`src/rtl/pipelined_sat_adder.sv`:
```
// Pipelined N-bit adder with valid/ready handshake. The carry chain is cut into SEG-bit
// segments, one per register stage; wrap/usat/ssat is applied in the final stage.
module pipelined_sat_adder #(
    parameter int N   = 8,
    parameter int SEG = 4
) (
    input  logic         clk,
    input  logic         rst,
    input  logic         in_valid,
    output logic         in_ready,
    input  logic [N-1:0] a,
    input  logic [N-1:0] b,
    input  logic         cin,
    input  logic [1:0]   mode,
    output logic         out_valid,
    input  logic         out_ready,
    output logic [N-1:0] sum,
    output logic         cout,
    output logic         ovf
);
    localparam int STAGES = N / SEG;
    localparam logic [1:0] MODE_USAT = 2'b01;
    localparam logic [1:0] MODE_SSAT = 2'b10;
    localparam logic [N-1:0] SMIN = {1'b1, {(N-1){1'b0}}};
    localparam logic [N-1:0] SMAX = ~SMIN;

    logic         advance;
    logic         out_valid_reg;
    logic [N-1:0] sum_reg;
    logic         cout_reg;
    logic         ovf_reg;

    // Whole pipeline moves together: it can shift whenever the output slot is free or draining.
    assign advance   = out_ready || !out_valid_reg;
    assign in_ready  = advance;
    assign out_valid = out_valid_reg;
    assign sum       = sum_reg;
    assign cout      = cout_reg;
    assign ovf       = ovf_reg;

    for (genvar gi = 0; gi < STAGES; gi++) begin : stg
        // RW: operand bits still to be added (current segment at the bottom); LW: result bits known.
        localparam int RW = N - gi * SEG;
        localparam int LW = (gi + 1) * SEG;

        logic [RW-1:0]  a_in;
        logic [RW-1:0]  b_in;
        logic           c_in;
        logic           v_in;
        logic [1:0]     m_in;
        logic [SEG-1:0] seg_sum;
        logic           seg_carry;
        logic [LW-1:0]  s_next;

        if (gi == 0) begin : src
            assign a_in   = a;
            assign b_in   = b;
            assign c_in   = cin;
            assign v_in   = in_valid;
            assign m_in   = mode;
            assign s_next = seg_sum;
        end else begin : src
            assign a_in   = stg[gi-1].fwd.a_reg;
            assign b_in   = stg[gi-1].fwd.b_reg;
            assign c_in   = stg[gi-1].fwd.c_reg;
            assign v_in   = stg[gi-1].fwd.v_reg;
            assign m_in   = stg[gi-1].fwd.m_reg;
            assign s_next = {seg_sum, stg[gi-1].fwd.s_reg};
        end

        assign {seg_carry, seg_sum} = {1'b0, a_in[SEG-1:0]} + {1'b0, b_in[SEG-1:0]}
                                    + {{SEG{1'b0}}, c_in};

        if (gi < STAGES - 1) begin : fwd
            logic [RW-SEG-1:0] a_reg;
            logic [RW-SEG-1:0] b_reg;
            logic [LW-1:0]     s_reg;
            logic              c_reg;
            logic              v_reg;
            logic [1:0]        m_reg;

            // Bubbles shift too; their payload is simply ignored downstream.
            always_ff @(posedge clk) begin
                if (rst) begin
                    a_reg <= '0;
                    b_reg <= '0;
                    s_reg <= '0;
                    c_reg <= 1'b0;
                    v_reg <= 1'b0;
                    m_reg <= 2'b00;
                end else if (advance) begin
                    a_reg <= a_in[RW-1:SEG];
                    b_reg <= b_in[RW-1:SEG];
                    s_reg <= s_next;
                    c_reg <= seg_carry;
                    v_reg <= v_in;
                    m_reg <= m_in;
                end
            end
        end else begin : fin
            logic         sign_a;
            logic         sign_b;
            logic         raw_ovf;
            logic [N-1:0] sat_sum;

            assign sign_a  = a_in[SEG-1];
            assign sign_b  = b_in[SEG-1];
            assign raw_ovf = (sign_a == sign_b) && (s_next[N-1] != sign_a);

            always_comb begin
                sat_sum = s_next;
                case (m_in)
                    MODE_USAT: if (seg_carry) sat_sum = '1;
                    MODE_SSAT: if (raw_ovf) sat_sum = sign_a ? SMIN : SMAX;
                    default:   sat_sum = s_next;
                endcase
            end

            // Result fields only load on a real beat so an empty pipeline keeps the last answer.
            always_ff @(posedge clk) begin
                if (rst) begin
                    out_valid_reg <= 1'b0;
                    sum_reg       <= '0;
                    cout_reg      <= 1'b0;
                    ovf_reg       <= 1'b0;
                end else if (advance) begin
                    out_valid_reg <= v_in;
                    if (v_in) begin
                        sum_reg  <= sat_sum;
                        cout_reg <= seg_carry;
                        ovf_reg  <= raw_ovf;
                    end
                end
            end
        end
    end
endmodule

```
`config.mk`:
```
export PLATFORM = sky130hd
export DESIGN_NAME = pipelined_sat_adder
export DESIGN_NICKNAME = d
export VERILOG_FILES = /design/src/rtl/pipelined_sat_adder.sv
export SDC_FILE = /design/constraint.sdc
export NUM_CORES = 1
export LEC_CHECK = 0
export CORE_MARGIN = 2
export CORE_UTILIZATION = 30
export DETAILED_ROUTE_END_ITERATION = 7
export PLACE_DENSITY = 0.59
export SETUP_SLACK_MARGIN = 0.5
export SLEW_MARGIN = 20
export SYNTH_ARGS = -nofsm -noshare
export SYNTH_HDL_FRONTEND = slang
export SYNTH_SLANG_ARGS = --single-unit
```
`constraint.sdc`:
```
create_clock -name clk -period 6.18 [get_ports clk]
set_clock_uncertainty 0.15 [all_clocks]
set_input_delay 1.545 -clock clk [delete_from_list [all_inputs] [get_ports clk]]
set_output_delay 1.545 -clock clk [all_outputs]
set_load 0.03 [all_outputs]
```
Yosys cells after proc, flatten, opt, wreduce, memory -nomap -nowiden --
Cells that the tools add are included.
Word-level totals: flip-flop bits (word level) 27, input port bits 23, output and inout bits 12, logic and storage cells 26
Cells by class: equality and inequality tests 4, mux-type cells 4, reductions and logical operators 4, add/subtract/negate cells 4
Operators by type and width (count):
- 2-to-1 mux 8 bit | 3
- case mux 8 bit (2 select lines) | 1
- adder 4 x 4 -> 5 bit | 2
- adder 5 x 1 -> 5 bit | 2
- equality test 2 x 1 -> 1 bit, second input constant | 1
- equality test 2 bit, second input constant | 1
- AND reduction 2 bit | 1
- equality test 1 bit | 1
- logical AND 1 bit | 1
- zero test 1 bit | 1
- logical OR 1 bit | 1
- != test 1 bit | 1

Depth between registers and ports, before layout --
word-level depth 6, gate-level depth with buffers 9, mapped depth without buffers 7

Worst setup path before layout --
No wires, ideal clock.
path kind input to output, start in out_ready, end out in_ready, arrival time 2.131 ns, stages on the path 5, data required time 4.485 ns, setup slack 2.354 ns, path buffers 3, path through nor2b_4 > buf_6 > inv_2 > buf_6 > buf_2
Between the ends: word-level cells in the longest chain between the ends 1
Ends and longest elaborated chain:
- from (decl) | RTL line 16 | input logic out_ready,
- logical OR 1 bit | RTL line 34 | assign advance = out_ready || !out_valid_reg;
- to (decl) | RTL line 10 | output logic in_ready,
No other way between the ends.

Worst setup path after layout --
Same ends and word-level chain as after synthesis.

==> flow_metrics.py <==
metrics = {
    "critical_path": {
        "crit_type": "input pin to primary output",
        "critPathLaunchType": "input pin",
        "rrSetupSlack_ns": 3.69,
        "worstReg2RegEnd": "sum[0]",
        "cpPeakStageDelay_ns": 0.66,
        "crit_chain": "clkdlybuf4s50_1 -> nor2b_4 -> inv_2 -> clkdlybuf4s50_1",
        "rr_worst_depth": 7,
        "arrival_ns": 3.27,
        "cpMostUsedCell": "clkdlybuf4s50_1",
        "required_ns": 4.49,
        "end_kind": "primary output",
        "path_max_fanout": 20,
        "cp_slowest_cell": "clkdlybuf4s50_1",
        "reg2reg_from": "stg[0].fwd.a_reg[0]",
    },
    "die": {
        "dieArea_um2": 6050,
        "ios": 35,
        "coreArea_um2": 5170,
        "die_h_um": 77.8,
        "start_util": 0.316,
        "die_w_um": 77.8,
        "num_rows": 26,
    },
    "worst_hold_path": {
        "holdPathEnd": "stg[0].fwd.b_reg[2]",
        "hold_depth": 2,
        "hp-start": "stg[0].fwd.b_reg[2]",
        "hp-class": "register to register",
    },
    "cts": {
        "ctsResizeCount": 0,
        "htreeDepth": 1,
        "cts_made_buffers": 3,
        "cts_setup_buffers": 0,
        "clkSinkCount": 27,
        "cts_buffer_depth": 2,
        "cts_tree": "yes",
        "clk_pin_slew_ns": 0.10,
        "holdBufCountCts": 0,
        "root_buffer": "clkbuf_8",
        "clkLatencyLatePin_ns": 0.28,
    },
    "finish": {
        "mostFrequentLayoutCells": "33 x clkdlybuf4s50_1, 27 x dfxtp_1, 25 x nand2_1, 22 x a21oi_1, 13 x o21ai_0",
        "largest_register_ffs": 8,
        "post-route-util": 0.390,
        "n_antenna_cell": 0,
        "drive_above_1_share": 0.0698,
        "nets": 251,
        "final_common_cell": "clkdlybuf4s50_1",
        "area_growth_pct": 23.4,
    },
    "timing": {
        "setup_violations": 0,
        "period_share": 0.803,
        "setup_slack_ns": 1.22,
        "clock.fmax_ghz": 0.202,
        "tns_ns": 0,
        "hold_viol": 0,
        "slew_headroom": 0.581,
        "rsz0062_at_grt": "false",
        "tightest_slew_ns": 0.629,
        "slew_violations": 0,
        "holdWs_ns": 0.316,
        "layout_min_cycle_time_ns": 4.96,
    },
    "grt": {
        "grt_pass1_wl_mm": 6.06,
        "overflow": 0,
        "grt_max_degree": 29,
        "grt_pass1_vias": 1288,
        "antenna_found_initial": 0,
        "gr-usage-all-layers": 0.121,
    },
    "run_status": {
        "status": "finished, final reports clean",
    },
    "synth": {
        "syn_nets": 225,
        "yosysSeqAreaShare": 0.331,
        "yosysUniqueCellTypes": 39,
        "syn_area_um2": 1630,
        "synthArstFlopShare": 0,
        "synth_warnings": 0,
        "synth_edf_count": 0,
        "syn_inst": 190,
        "avgSynthCellArea_um2": 8.59,
        "synth_seq_cells": 27,
        "synthFlopType": "dfxtp_1",
    },
    "power": {
        "powerDensity_nw_per_um2": 212,
        "power.leakage_uw": 0.000770,
        "peakVddDrop_mv": 0.124,
    },
    "drt": {
        "drt-pass1-iter-count": 4,
        "drt_iter0_drc": 133,
        "drt_wl_total_mm": 3.49,
        "vias": 1418,
        "wl_per_cell_um": 12.2,
        "via_per_inst": 4.98,
        "ant_nets": 0,
        "drc": 0,
    },
    "place": {
        "gp_congestion": 0.835,
        "port_buffers": 34,
        "dp_hpwl_mm": 2.47,
        "pre_cts_ws_ns": 1.21,
    },
    "flow_run": {
        "maxCapViolCount": 0,
    },
}
==> cells in the mapped netlist (3+ instances only) <==
| cell type | n | area [um^2] |
|---|---|---|
| o21ai_0 | 13 | 65.1 |
| xnor2_1 | 3 | 26.3 |
| clkbuf_1 | 4 | 15.0 |
| a21o_1 | 5 | 37.5 |
| ha_1 | 8 | 100 |
| inv_1 | 7 | 26.3 |
| nand3b_1 | 7 | 52.6 |
| nor2_1 | 11 | 41.3 |
| fa_1 | 4 | 80.1 |
| buf_6 | 5 | 56.3 |
| a211oi_1 | 4 | 30.0 |
| nand3_1 | 3 | 15.0 |
| dfxtp_1 | 27 | 541 |
| a21oi_2 | 3 | 26.3 |
| a311oi_1 | 6 | 52.6 |
| nand2_1 | 25 | 93.8 |
| o21ai_1 | 7 | 35.0 |
| a21oi_1 | 22 | 110 |
==> where the power goes <==
part / leakage (uW) / switching (uW) / internal (uW)
sequential: 0.000223 / 12.0 / 188
clock: 0.0000261 / 61.9 / 47.5
combinational: 0.000520 / 62.9 / 55.2
==> worst max-delay path, delay by kind of cell <==
| kind | cells | cell delay [ns] |
|---|---|---|
| buffers and inverters | 3 | 1.36 |
| AND/OR/NAND/NOR | 1 | 0.35 |
==> cell type report <==
| class | count | area, um^2 |
|---|---|---|
| Multi-Input combinational cell | 142 | 972 |
| Timing Repair Buffer | 34 | 335 |
| Inverter | 8 | 30.0 |
| Clock buffer | 3 | 41.3 |
| Fill cell | 557 | 3160 |
| Tap cell | 70 | 87.6 |
| Clock inverter | 1 | 8.76 |
| Sequential cell | 27 | 541 |
==> stage by stage <==
stage | std cells | power (uW) | cell area, um^2
6_report | 285 | 427 | 2020
5_1_grt | 285 | 451 | 2020
4_1_cts | 285 | 431 | 2020
3_5_place_dp | 281 | 322 | 1970
3_3_place_gp | 281 | 320 | 1970
2_1_floorplan | 190 | 286 | 1630
==> kinds of logic (layout without fill, tap and decap cells) <==
| group | count (synthesis) | after routing | share of synthesized area |
|---|---|---|---|
| XOR/XNOR | 5 | 5 | 0.0268 |
| flip-flops | 27 | 27 | 0.331 |
| adder cells (fa/ha/maj) | 12 | 12 | 0.110 |
| buffers and inverters | 21 | 46 | 0.0736 |
| AND/OR/NAND/NOR | 58 | 58 | 0.197 |
| AO/OA/AOI/OAI | 67 | 67 | 0.261 |
==> layer usage <==
metal,vias to the layer above,GRT usage,share of wire
met3,2,0.0337,0.064
met1,640,0.168,0.52
li1,722,-,-
met4,0,0.0321,0.0086
met2,54,0.182,0.41
met5,-,0,0
==> worst max path at each step <==
stage,start,cells after the start,to
2_1_floorplan,out_ready,5,in_ready
3_3_place_gp,out_ready,4,in_ready
3_5_place_dp,out_ready,4,in_ready
4_1_cts,out_ready,4,in_ready
5_1_grt,out_ready,4,in_ready
6_report,out_ready,4,in_ready
Power figures use the tool's default switching activity.
